<file path="src/rtl/ram_arb_pkg.sv">
// Shared types and constants for the three-way SDRAM word-port arbiter.
package ram_arb_pkg;

    typedef enum logic [1:0] {
        OWN_NONE = 2'd0,
        OWN_CPU  = 2'd1,
        OWN_VID  = 2'd2,
        OWN_DSK  = 2'd3
    } owner_t;

    typedef enum logic [1:0] {
        ST_IDLE = 2'd0,
        ST_WAIT = 2'd1,
        ST_DONE = 2'd2
    } state_t;

    localparam logic [1:0]  WTBT_WORD = 2'b11;
    localparam logic [15:0] TMO_DATA  = 16'hFFFF;

endpackage

</file>
<file path="src/rtl/ram_arb_pick.sv">
// Combinational priority picker: video first, then disk over CPU unless the CPU is starved.
module ram_arb_pick
    import ram_arb_pkg::*;
(
    input  logic   cpu_req,
    input  logic   vid_req,
    input  logic   dsk_req,
    input  logic   cpu_starved,
    output owner_t owner
);

    always_comb begin
        owner = OWN_NONE;
        if (vid_req) begin
            owner = OWN_VID;
        end else if (cpu_req && cpu_starved) begin
            owner = OWN_CPU;
        end else if (dsk_req) begin
            owner = OWN_DSK;
        end else if (cpu_req) begin
            owner = OWN_CPU;
        end
    end

endmodule

</file>
<file path="src/rtl/ram_arbiter.sv">
// Shares one SDRAM word port between CPU, video fetch and disk copy, one transaction at a time.
// Optional memory-ack timeout is enabled by defining RAM_ARB_TIMEOUT_EN.
module ram_arbiter
    import ram_arb_pkg::*;
#(
    parameter int ADDR_W       = 25,
    parameter int DATA_W       = 16,
    parameter int CPU_MAX_SKIP = 4,
    parameter int TIMEOUT_CYC  = 255
) (
    input  logic              clk,
    input  logic              reset_n,
    input  logic              cpu_req,
    input  logic              cpu_we,
    input  logic [1:0]        cpu_wtbt,
    input  logic [ADDR_W-1:0] cpu_addr,
    input  logic [DATA_W-1:0] cpu_din,
    output logic [DATA_W-1:0] cpu_dout,
    output logic              cpu_ack,
    input  logic              vid_req,
    input  logic [ADDR_W-1:0] vid_addr,
    output logic [DATA_W-1:0] vid_dout,
    output logic              vid_ack,
    input  logic              dsk_req,
    input  logic              dsk_we,
    input  logic [ADDR_W-1:0] dsk_addr,
    input  logic [DATA_W-1:0] dsk_din,
    output logic [DATA_W-1:0] dsk_dout,
    output logic              dsk_ack,
    output logic              mem_req,
    output logic              mem_we,
    output logic [1:0]        mem_wtbt,
    output logic [ADDR_W-1:0] mem_addr,
    output logic [DATA_W-1:0] mem_din,
    input  logic [DATA_W-1:0] mem_dout,
    input  logic              mem_ack,
    output logic [1:0]        owner,
    output logic              tmo_err
);

    localparam int SKIP_W = $clog2(CPU_MAX_SKIP + 1);

    state_t            state;
    logic [SKIP_W-1:0] skip_cnt;
    logic              cpu_starved;
    owner_t            pick;
    logic              tmo_hit;
    logic              fin;
    logic              fin_load;
    logic [DATA_W-1:0] fin_data;

    assign cpu_starved = (skip_cnt >= SKIP_W'(CPU_MAX_SKIP));

    ram_arb_pick u_pick (
        .cpu_req     (cpu_req),
        .vid_req     (vid_req),
        .dsk_req     (dsk_req),
        .cpu_starved (cpu_starved),
        .owner       (pick)
    );

`ifdef RAM_ARB_TIMEOUT_EN
    localparam int TMO_W = $clog2(TIMEOUT_CYC + 1);

    logic [TMO_W-1:0] tmo_cnt;

    always_ff @(posedge clk or negedge reset_n) begin
        if (!reset_n) begin
            tmo_cnt <= '0;
        end else if (state == ST_WAIT) begin
            tmo_cnt <= tmo_cnt + 1'b1;
        end else begin
            tmo_cnt <= '0;
        end
    end

    // Expiry fires on the edge closing the TIMEOUT_CYC-th WAIT cycle; a coincident mem_ack wins.
    assign tmo_hit = (state == ST_WAIT) && !mem_ack && (tmo_cnt == TMO_W'(TIMEOUT_CYC - 1));
`else
    logic unused_tmo_cfg;

    assign unused_tmo_cfg = ^TIMEOUT_CYC;
    assign tmo_hit        = 1'b0;
`endif

    assign fin      = (state == ST_WAIT) && (mem_ack || tmo_hit);
    assign fin_data = mem_ack ? mem_dout : DATA_W'(TMO_DATA);
    assign fin_load = tmo_hit || !mem_we;

    always_ff @(posedge clk or negedge reset_n) begin
        if (!reset_n) begin
            state    <= ST_IDLE;
            skip_cnt <= '0;
            owner    <= OWN_NONE;
            mem_req  <= 1'b0;
            mem_we   <= 1'b0;
            mem_wtbt <= '0;
            mem_addr <= '0;
            mem_din  <= '0;
            cpu_dout <= '0;
            vid_dout <= '0;
            dsk_dout <= '0;
            cpu_ack  <= 1'b0;
            vid_ack  <= 1'b0;
            dsk_ack  <= 1'b0;
            tmo_err  <= 1'b0;
        end else begin
            cpu_ack <= 1'b0;
            vid_ack <= 1'b0;
            dsk_ack <= 1'b0;
            tmo_err <= 1'b0;

            // Skip count tracks consecutive non-CPU grants made while the CPU is waiting.
            if (!cpu_req) begin
                skip_cnt <= '0;
            end else if (state == ST_IDLE && pick != OWN_NONE) begin
                if (pick == OWN_CPU) begin
                    skip_cnt <= '0;
                end else if (!cpu_starved) begin
                    skip_cnt <= skip_cnt + SKIP_W'(1);
                end
            end

            case (state)
                ST_IDLE: begin
                    if (pick != OWN_NONE) begin
                        owner   <= pick;
                        mem_req <= 1'b1;
                        state   <= ST_WAIT;
                        case (pick)
                            OWN_CPU: begin
                                mem_we   <= cpu_we;
                                mem_wtbt <= cpu_we ? cpu_wtbt : WTBT_WORD;
                                mem_addr <= cpu_addr;
                                mem_din  <= cpu_din;
                            end
                            OWN_VID: begin
                                mem_we   <= 1'b0;
                                mem_wtbt <= WTBT_WORD;
                                mem_addr <= vid_addr;
                                mem_din  <= '0;
                            end
                            default: begin
                                mem_we   <= dsk_we;
                                mem_wtbt <= WTBT_WORD;
                                mem_addr <= dsk_addr;
                                mem_din  <= dsk_din;
                            end
                        endcase
                    end
                end
                ST_WAIT: begin
                    if (fin) begin
                        mem_req <= 1'b0;
                        owner   <= OWN_NONE;
                        tmo_err <= tmo_hit;
                        state   <= ST_DONE;
                        case (owner)
                            OWN_CPU: begin
                                cpu_ack <= 1'b1;
                                if (fin_load) cpu_dout <= fin_data;
                            end
                            OWN_VID: begin
                                vid_ack <= 1'b1;
                                if (fin_load) vid_dout <= fin_data;
                            end
                            OWN_DSK: begin
                                dsk_ack <= 1'b1;
                                if (fin_load) dsk_dout <= fin_data;
                            end
                            default: ;
                        endcase
                    end
                end
                default: begin
                    state <= ST_IDLE;
                end
            endcase
        end
    end

endmodule

</file>
<file path="config.mk">
export PLATFORM = sky130hd
export DESIGN_NAME = ram_arbiter
export DESIGN_NICKNAME = d
export VERILOG_FILES = /design/src/rtl/ram_arb_pkg.sv /design/src/rtl/ram_arb_pick.sv /design/src/rtl/ram_arbiter.sv
export SDC_FILE = /design/constraint.sdc
export NUM_CORES = 1
export LEC_CHECK = 0
export CAP_MARGIN = 20
export CORE_ASPECT_RATIO = 0.75
export CORE_MARGIN = 2
export CORE_UTILIZATION = 43
export DETAILED_ROUTE_END_ITERATION = 10
export HOLD_SLACK_MARGIN = 0.12
export PLACE_DENSITY = 0.86
export SKIP_CTS_REPAIR_TIMING = 1
export SLEW_MARGIN = 40
export SYNTH_ARGS = -nofsm -noshare
export SYNTH_HDL_FRONTEND = slang
export SYNTH_SLANG_ARGS = --single-unit
</file>
<file path="constraint.sdc">
create_clock -name clk -period 4.5 [get_ports clk]
set_input_delay 0.45 -clock clk [delete_from_list [all_inputs] [get_ports clk]]
set_output_delay 0.45 -clock clk [all_outputs]
set_load 0.02 [all_outputs]
</file>
# Yosys cells after proc, flatten, opt, wreduce, memory -nomap -nowiden
# Index checks and enable logic that the tools add are counted.
# classes
addsub,1
order_cmp,1
eq_ne,10
n_mux,32
bitwise,1
reduce_logical,13
# op_table
op,n
25-bit one-hot mux with 2 select lines,1
16-bit one-hot mux with 2 select lines,1
2-bit 2-to-1 mux,9
16-bit 2-to-1 mux,1
1-bit 2-to-1 mux,12
3-bit 2-to-1 mux,4
4-bit AND reduction,3
2-bit one-hot mux with 2 select lines,2
"2-bit by 1-bit == test with 1-bit output, second input constant",3
"2-bit == test, second input constant",3
2-bit AND reduction,3
"2-bit by 1-bit != test with 1-bit output, second input constant",2
1-bit one-hot mux with 2 select lines,2
2-bit nonzero test,2
"3-bit by 1-bit adder with 3-bit output, second input constant",1
"3-bit >= comparator, second input constant",1
1-bit logical AND,3
"3-bit != test, second input constant",1
3-bit AND reduction,1
2-bit logical NOT,1
"2-bit != test, second input constant",1
1-bit inverter,1
# word_totals
ff_bits,103
input_bits,133
output_inout_bits,99
elab_cells,72

# Depth between registers and ports, before layout
# Gate-level depths: netlist of the first run.
# logic_depth
word_depth,8
depth_mapped,9
ltp_nobuf,7

# By module
# From an unflattened synthesis of the first run, not the netlist that was laid out.
# unflattened
cells_unflattened,407
hier_area_um2,4560.6
# by_module_without_submodules
module,instances,cells_each,area_per_inst_um2,seq_area_each_um2
ram_arbiter,1,403,4541.9,2577.5
ram_arb_pick,1,4,18.8,0.0

# Least setup slack after synthesis of the first run
# Ideal clock, no wire load.
# synth_timing
path_kind,in2reg
from,input port vid_req
to,register mem_din[10]
setup_ns,0.126
t_arrival_ns,1.982
required_time_ns,4.374
path_slack_ns,2.392
stages,8
path_buffers,3
path_cell_list,clkbuf_1 a21oi_1 ha_1 or3_1 buf_2 buf_2 a221oi_1 nor2_1
# synth_between
elab_chain_len,3
elab_cells_between_ends,6
classes_between,eq/ne (2); mux (2); reduce/logical (2)
# synth_rtl
element,line,text
"start, declared",ram_arbiter.sv:20,"input logic vid_req,"
2-bit 2-to-1 mux *,ram_arb_pick.sv:14,if (vid_req) begin
2-bit == test (tied with other cells),ram_arbiter.sv:130,case (pick)
16-bit one-hot mux with 2 select lines or 2-bit AND reduction (tied branches),n/a,
"end signal, assigned",ram_arbiter.sv:135,mem_din <= cpu_din;
"end signal, assigned",ram_arbiter.sv:147,mem_din <= dsk_din;
"end, declared",ram_arbiter.sv:34,"output logic [DATA_W-1:0] mem_din,"
# Every way passes the cells marked *; elsewhere a longest branch is shown, timed or not.
# A chain may end at the register's enable or synchronous reset.

# Final worst setup path of the first run
# layout_timing
from,input port vid_req
to,register skip_cnt[1]
# layout_between
elab_chain_len,5
elab_cells_between_ends,10
classes_between,eq/ne (3); mux (4); reduce/logical (3)
# layout_rtl
element,line,text
2-bit 2-to-1 mux *,ram_arb_pick.sv:14,
2-bit by 1-bit == test with 1-bit output or 2-bit nonzero test (tied branches),"ram_arbiter.sv:117, ram_arbiter.sv:116",
3-bit 2-to-1 mux or 1-bit logical AND (tied branches),"ram_arbiter.sv:117, ram_arbiter.sv:116",
3-bit 2-to-1 mux or 2-bit by 1-bit != test with 1-bit output (tied branches),n/a,
3-bit 2-to-1 mux or 2-bit AND reduction (tied branches),n/a,
"end signal, assigned",ram_arbiter.sv:120,skip_cnt <= skip_cnt + SKIP_W'(1);
"end, declared",ram_arbiter.sv:44,logic [SKIP_W-1:0] skip_cnt;
# Every way passes the cells marked *; elsewhere a longest branch is shown, timed or not. The select of a mux whose other input is x is not followed.

==> impl_results.md, run 1 <==
* Outcome: completed
* Critical Path Source: vid_req
* Post-route ant nets at 0
* Period utilisation layout at 61.5%
* Critical path peak fanout at 57
* Maximum VDD drop at about 370 uV
* IO Pins at 232
* Final setup viols at 0
* Critical Path Max Stage Delay at 0.64 ns
* Num CTS Buffers at 9
* Vias in the first global route at 4147
* WP data required at 4.76 ns
* First-pass GRT wire length at 21800 um
* LEAKAGE at 0.00294 uW
* Wire length on met3 at slightly above 1000 um
* Fin. max-slew vios at 0
* Max Used Layer: met4
* Slowest CP cell: or3_4
* DR pass1 iterations at 7
* WS Path Type: input port to flip-flop
* Worst Reg-to-Reg Cells at 6
* Wirelength, routed at ~14000 um
* Vias per cell at 5.43
* Setup TNS at 0 ns
* Clock sink total at 103
* Min-Delay Path Class: input port to asynchronous set/reset pin
* Yosys reg bits at 103
* Diode count at 0
* Critical R2R Capture: mem_din[2]$_DFFE_PN0P_
* Clk_lat worst skew at between 0.3 and 0.4 ns
* YS warnings at 0
* WL met2 at about 6700 um
* Tmin final at 2.77 ns
* Minimum hold slack at 0.171 ns
* Max capacitance violation total at 0
* Multi-input logic area at about 1800 um2
* Syn_area_per_cell at approximately 11 um2
* Post-DP HPWL at between 9000 and 10000 um
* Critical Path End Type: flip-flop
* Hold Fails Final Rpt at 0
* Die X at about 120 um
* PortBufs at 230
* Drt wl/cell at ~18 um
* Relative slew slack at 51.0%
* Syn_nets at 540
* Clock Root Buffer: clkbuf_16
* Die height at 93.1 um
* Setup Skew at 0.00509 ns
* FP Rows at 32
* TritonCTS clock tree: yes
* Power Density at 632 nW/um2
* Worst path top cell family by delay: simple AND/OR/NAND/NOR gates
* Commonest non-fill, non-tap cells in the layout: 229 x clkdlybuf4s50_1, 103 x dfrtp_1, 52 x o21ai_0, 48 x mux2_2, 40 x nand2_1
* CTS clk-pin slew, worst paths at 0.07 ns
* Sequential area share after synthesis at 56.7%
* GRT Total Usage at 24.7%
* Die ar. at 11400 um2
* Crit path cell chain: clkdlybuf4s50_1 -> buf_4 -> or2_2 -> ha_1 -> or3_4 -> or4b_1 -> a31oi_1
* Worst reg2reg setup slack at 2.14 ns
* Startpoint Class: input port
* Initial antenna violation count at 0
* Reg2Reg Launch Point: skip_cnt[2]$_DFFE_PN0P_
* Most common cell after layout, fill and taps aside: clkdlybuf4s50_1
* CTS H-tree depth at 3
* Syn Std Cell Area at 4550 um2
* DRC viols at 0
* Fin nets at 757
* Unrepaired setup endpoints after global routing: no
* RePlAce Congestion at ~0.95
* DR iter-0 viols at 290
* Effective utilization at floorplan at 44.2%
* Post-synthesis cell count at 403
* Crit path arrival time at 3.03 ns
* Layout area overhead at 58.9%
* Total grt overflow at 0
* Met1 Wirelength at 5780 um
* Vias at 4130
* Share of layout cells above drive strength 1 at 12.3%
* Worst Path Buf+Inv at 2
* Largest net degree at the start of global routing at 61
* WP depth at 7
* FMAX at 361 MHz
* FF+latch area at 2580 um2
* Fill count at 732
* Slew at the pin with the worst max-slew slack at 0.734 ns
* Yosys cell types at 35
* Core footprint at between 10000 and 15000 um2
* CTS max path bufs at 2
[area by class of cell]
cell class / count / share of cell area [%]
multi-input cells: 265 / 25.3
inverters: 5 / 0.260
repair buffers: 236 / 32.4
flip-flops and latches: 103 / 35.7
clock buffers: 11 / 3.22
well taps: 136 / 2.35
clock inverters: 5 / 0.814
[routing by layer]
layer	vias to the layer above	global-route usage, %
met3	31	6.04
met5	-	0
met2	192	39.8
li1	1892	-
met4	0	9.20
met1	2015	32.5
[synthesized netlist by cell type]
cell type  number  area share (%)
or4b_1          1            0.22
nor3b_1         2            0.33
buf_2           3            0.33
mux2_2         48              12
nor2_1         28             2.3
nand2b_1        8             1.1
dfrtp_1       103              57
and2_1          1            0.14
a211oi_1        2            0.33
nor3_1          1            0.11
inv_1           4            0.33
or3_1           1            0.14
conb_1          1           0.082
or2_2           1            0.14
buf_4           3            0.50
nand3b_1        3            0.50
a221oi_1       38             7.3
clkbuf_1       21             1.7
nand3_1         2            0.22
clkbuf_2        1            0.11
a21oi_1         6            0.66
nand3b_2        2            0.50
nand2_1        40             3.3
a31oi_1         2            0.28
o21ai_0        52             5.7
buf_6           1            0.25
ha_1            4             1.1
o21ai_1         6            0.66
clkbuf_8        1            0.30
or4_1           1            0.17
and4bb_4        1            0.36
nor2b_1         2            0.28
and3_1          4            0.55
clkinv_1        1           0.082
or2b_1          8             1.3
[how the worst max path moves through the flow]
| stage | slack, ns | to |
|---|---|---|
| finish | 1.73 | skip_cnt[1]$_DFFE_PN0P_ |
| detailed placement | 1.41 | skip_cnt[1]$_DFFE_PN0P_ |
| CTS | 1.75 | skip_cnt[1]$_DFFE_PN0P_ |
| global route | 1.64 | skip_cnt[1]$_DFFE_PN0P_ |
| floorplan | 2.39 | mem_din[10]$_DFFE_PN0P_ |
| global placement | 1.10 | skip_cnt[1]$_DFFE_PN0P_ |
[cells by family after synthesis]
group	synth area share, %
adder cells (fa/ha/maj)	1.10
AND/OR/NAND/NOR	11.7
other	0.0825
AO/OA/AOI/OAI	15.0
multiplexers	11.9
flip-flops	56.7
buffers and inverters	3.63
[worst reg2reg max path: stages (launching register included)]
cell	delay (ns)
dfrtp_1	0.43
nand2_1	0.08
a21oi_1	0.28
ha_2	0.69
and2_1	0.52
a221oi_1	0.17
nor2_1	0.12
[state kept, by name (all words and copies together) (netlist names)]
register and flops:
mem_din 16, vid_ack 1, owner 2, skip_cnt 3, cpu_dout 16, vid_dout 16
mem_req 1, mem_we 1, mem_addr 25, mem_wtbt 2, cpu_ack 1, state 2
dsk_ack 1, dsk_dout 16
[metrics by stage]
stage                     std cells  power [uW]  instance area, um2  util, %  setup WS, ns
final                           761        4570                7230     70.2          1.73
after global routing            761        4810                7230     70.2          1.64
after CTS                       761        4610                7230     70.2          1.75
after detailed placement        745        3830                6940     67.4          1.41
after global placement          745        3760                6930     67.3          1.10
after floorplan                 403        2640                4550        -          2.39
[power by group]
| group | switching, uW | internal, uW | leakage [uW] |
|---|---|---|---|
| clock network | 324 | 432 | 0.000136 |
| logic | 1090 | 1110 | 0.00157 |
| registers | 251 | 1350 | 0.00123 |
| total | 1670 | 2900 | 0.00294 |
Note: power is estimated with default switching activity, not from simulation.
==> run 2: changes to the inputs <==
--- a/config.mk
+++ b/config.mk
@@ -8,10 +8,10 @@
 export CAP_MARGIN = 20
 export CORE_ASPECT_RATIO = 0.75
 export CORE_MARGIN = 2
-export CORE_UTILIZATION = 43
+export CORE_UTILIZATION = 40
 export DETAILED_ROUTE_END_ITERATION = 10
 export HOLD_SLACK_MARGIN = 0.12
-export PLACE_DENSITY = 0.86
+export PLACE_DENSITY = 0.8
 export SKIP_CTS_REPAIR_TIMING = 1
 export SLEW_MARGIN = 40
 export SYNTH_ARGS = -nofsm -noshare
==> constraint.sdc (replaced) <==
create_clock -name clk -period 2.6 [get_ports clk]
set_input_delay 0.26 -clock clk [delete_from_list [all_inputs] [get_ports clk]]
set_output_delay 0.26 -clock clk [all_outputs]
set_load 0.02 [all_outputs]
==> impl_results.md, run 2 (synthesized netlist as in run 1, its figures left out) <==
* Outcome: completed
* Largest net degree at the start of global routing at 54
* Clk_lat worst skew at between 0.3 and 0.4 ns
* Num CTS Buffers at 9
* Die ar. at between 10000 and 15000 um2
* Fin. max-slew vios at 0
* Post-DP HPWL at a little over 10000 um
* Slew at the pin with the worst max-slew slack at 0.673 ns
* WP data required at 2.82 ns
* Die height at 96.3 um
* GRT Total Usage at between 20 and 25%
* Post-route ant nets at 0
* Minimum hold slack at 0.482 ns
* Post-Layout Cell Count at slightly below 800
* Critical Path End Type: flip-flop
* Vias at approximately 4100
* WS Path Type: input port to flip-flop
* DR pass1 iterations at 5
* Dpl cells at 760
* Period utilisation layout at between 80% and 90%
* Clock Root Buffer: clkbuf_16
* Setup Skew at 0.00598 ns
* Effective utilization at floorplan at slightly above 40%
* Diode count at 0
* Startpoint Class: input port
* Crit path arrival time at 2.48 ns
* Relative slew slack at 55.2%
* Worst slack, placed at -0.0115 ns
* Clock sink total at just over 100
* Tmin final at 2.26 ns
* Final setup viols at 0
* CTS max path bufs at 2
* FP Rows at 33
* Power Density at 1090 nW/um2
* FMAX at 443 MHz
* Maximum VDD drop at ~640 uV
* Hold Crit Depth at 2
* PortBufs at 230
* Final WS setup at around 0.34 ns
* CTS clk-pin slew, worst paths at about 0.07 ns
* Vias in the first global route at 4199
* IO Pins at ~230
* Critical R2R Capture: mem_din[0]$_DFFE_PN0P_
* Worst Min Path Start: mem_wtbt[1]$_DFFE_PN0P_
* DRC viols at 0
* Worst reg2reg setup slack at 0.45 ns
* Reg with most FFs: mem_addr
* Fin nets at 769
* Layout area overhead at 62.3%
* DR iter-0 viols at 215
* Hold endpoint: mem_wtbt[1]$_DFFE_PN0P_
* Min-Delay Path Class: flip-flop to flip-flop
* Max capacitance violation total at 0
* LEAKAGE at 0.00303 uW
* Reg2Reg Launch Point: skip_cnt[2]$_DFFE_PN0P_
* First-pass GRT wire length at ~22000 um
* Core footprint at 11000 um2
* Die X at 127 um
* RePlAce Congestion at 0.884
* Commonest non-fill, non-tap cells in the layout: 229 x clkdlybuf4s50_1, 103 x dfrtp_1, 52 x o21ai_0, 48 x mux2_2, 40 x nand2_1
* Most common cell after layout, fill and taps aside: clkdlybuf4s50_1
* Largest register FFs at 25
* Wirelength, routed at 13800 um
* Fill count at 841
* Initial antenna violation count at 0
* Hold Fails Final Rpt at 0
* Critical path peak fanout at 28
* Worst Reg-to-Reg Cells at 7
* CTS H-tree depth at 3
* TritonCTS clock tree: yes
* Total grt overflow at 0
* Unrepaired setup endpoints after global routing: no
* Drt wl/cell at 17.7 um
* Share of layout cells above drive strength 1 at 14.0%
* Vias per cell at 5.30
-- run 2: cell types whose count changed in the layout (fill, tap and decap cells not counted), moves of 2 or more --
cell	change
inv_6	+2
buf_4	+8
clkbuf_1	-2
buf_12	+3
-- run 2: where the power goes --
| part | switching [uW] | leakage, uW | internal (uW) |
|---|---|---|---|
| Clock | 591 | 0.000156 | 847 |
| Sequential | 437 | 0.00123 | 2340 |
| Combinational | 1890 | 0.00164 | 1960 |
-- run 2: how the worst max path moves through the flow --
| stage | start | endpoint | slack, ns | cells after the start |
|---|---|---|---|---|
| 6_report | dsk_req | mem_din[10]$_DFFE_PN0P_ | 0.34 | 8 |
| 5_1_grt | dsk_req | mem_din[5]$_DFFE_PN0P_ | 0.23 | 8 |
| 4_1_cts | dsk_req | skip_cnt[1]$_DFFE_PN0P_ | 0.35 | 7 |
| 3_5_place_dp | dsk_req | skip_cnt[1]$_DFFE_PN0P_ | -0.01 | 7 |
| 3_3_place_gp | dsk_req | skip_cnt[1]$_DFFE_PN0P_ | 0.02 | 7 |
| 2_1_floorplan | vid_req | mem_din[10]$_DFFE_PN0P_ | 0.68 | 8 |
-- run 2: stage by stage --
stage                     area, um2  util (%)  setup TNS [ns]  total power (uW)
final                          7380      67.0               0              8070
after global routing           7380      67.0               0              8500
after CTS                      7370      66.9               0              8140
after detailed placement       7050      64.0         -0.0244              6670
after global placement         7050      64.0               0              6560
after floorplan                4550         -               0              4570
-- run 2: layout make-up --
class,instances,area (um2),area share (%)
clock inverter,7,95.1,1.29
inverter,5,18.8,0.254
timing repair buffer,248,2470,33.5
sequential,103,2580,34.9
clock buffer,9,225,3.05
tap,140,175,2.37
multi-input combinational,265,1810,24.6
-- run 2: critical path, stage by stage --
cell	delay, ns
clkdlybuf4s50_1	0.53
nor2_1	0.06
or2_2	0.30
ha_1	0.21
or3_2	0.52
buf_4	0.25
a221oi_1	0.29
nor2_1	0.07
-- run 2: routing by layer --
metal	track usage, %	share of wire, %
met1	29.7	43
met4	6.50	1.9
met3	5.73	6.1
met2	38.2	49
met5	0	0
==> run 3: changes to the inputs <==
--- a/config.mk
+++ b/config.mk
@@ -9,7 +9,9 @@
 export CORE_ASPECT_RATIO = 0.75
 export CORE_MARGIN = 2
 export CORE_UTILIZATION = 40
+export CTS_CLUSTER_SIZE = 30
 export DETAILED_ROUTE_END_ITERATION = 10
+export GPL_ROUTABILITY_DRIVEN = 0
 export HOLD_SLACK_MARGIN = 0.12
 export PLACE_DENSITY = 0.8
 export SKIP_CTS_REPAIR_TIMING = 1
==> results of run 3 <==
No change in the layout: final DEF, timing and power equal those of run 2.
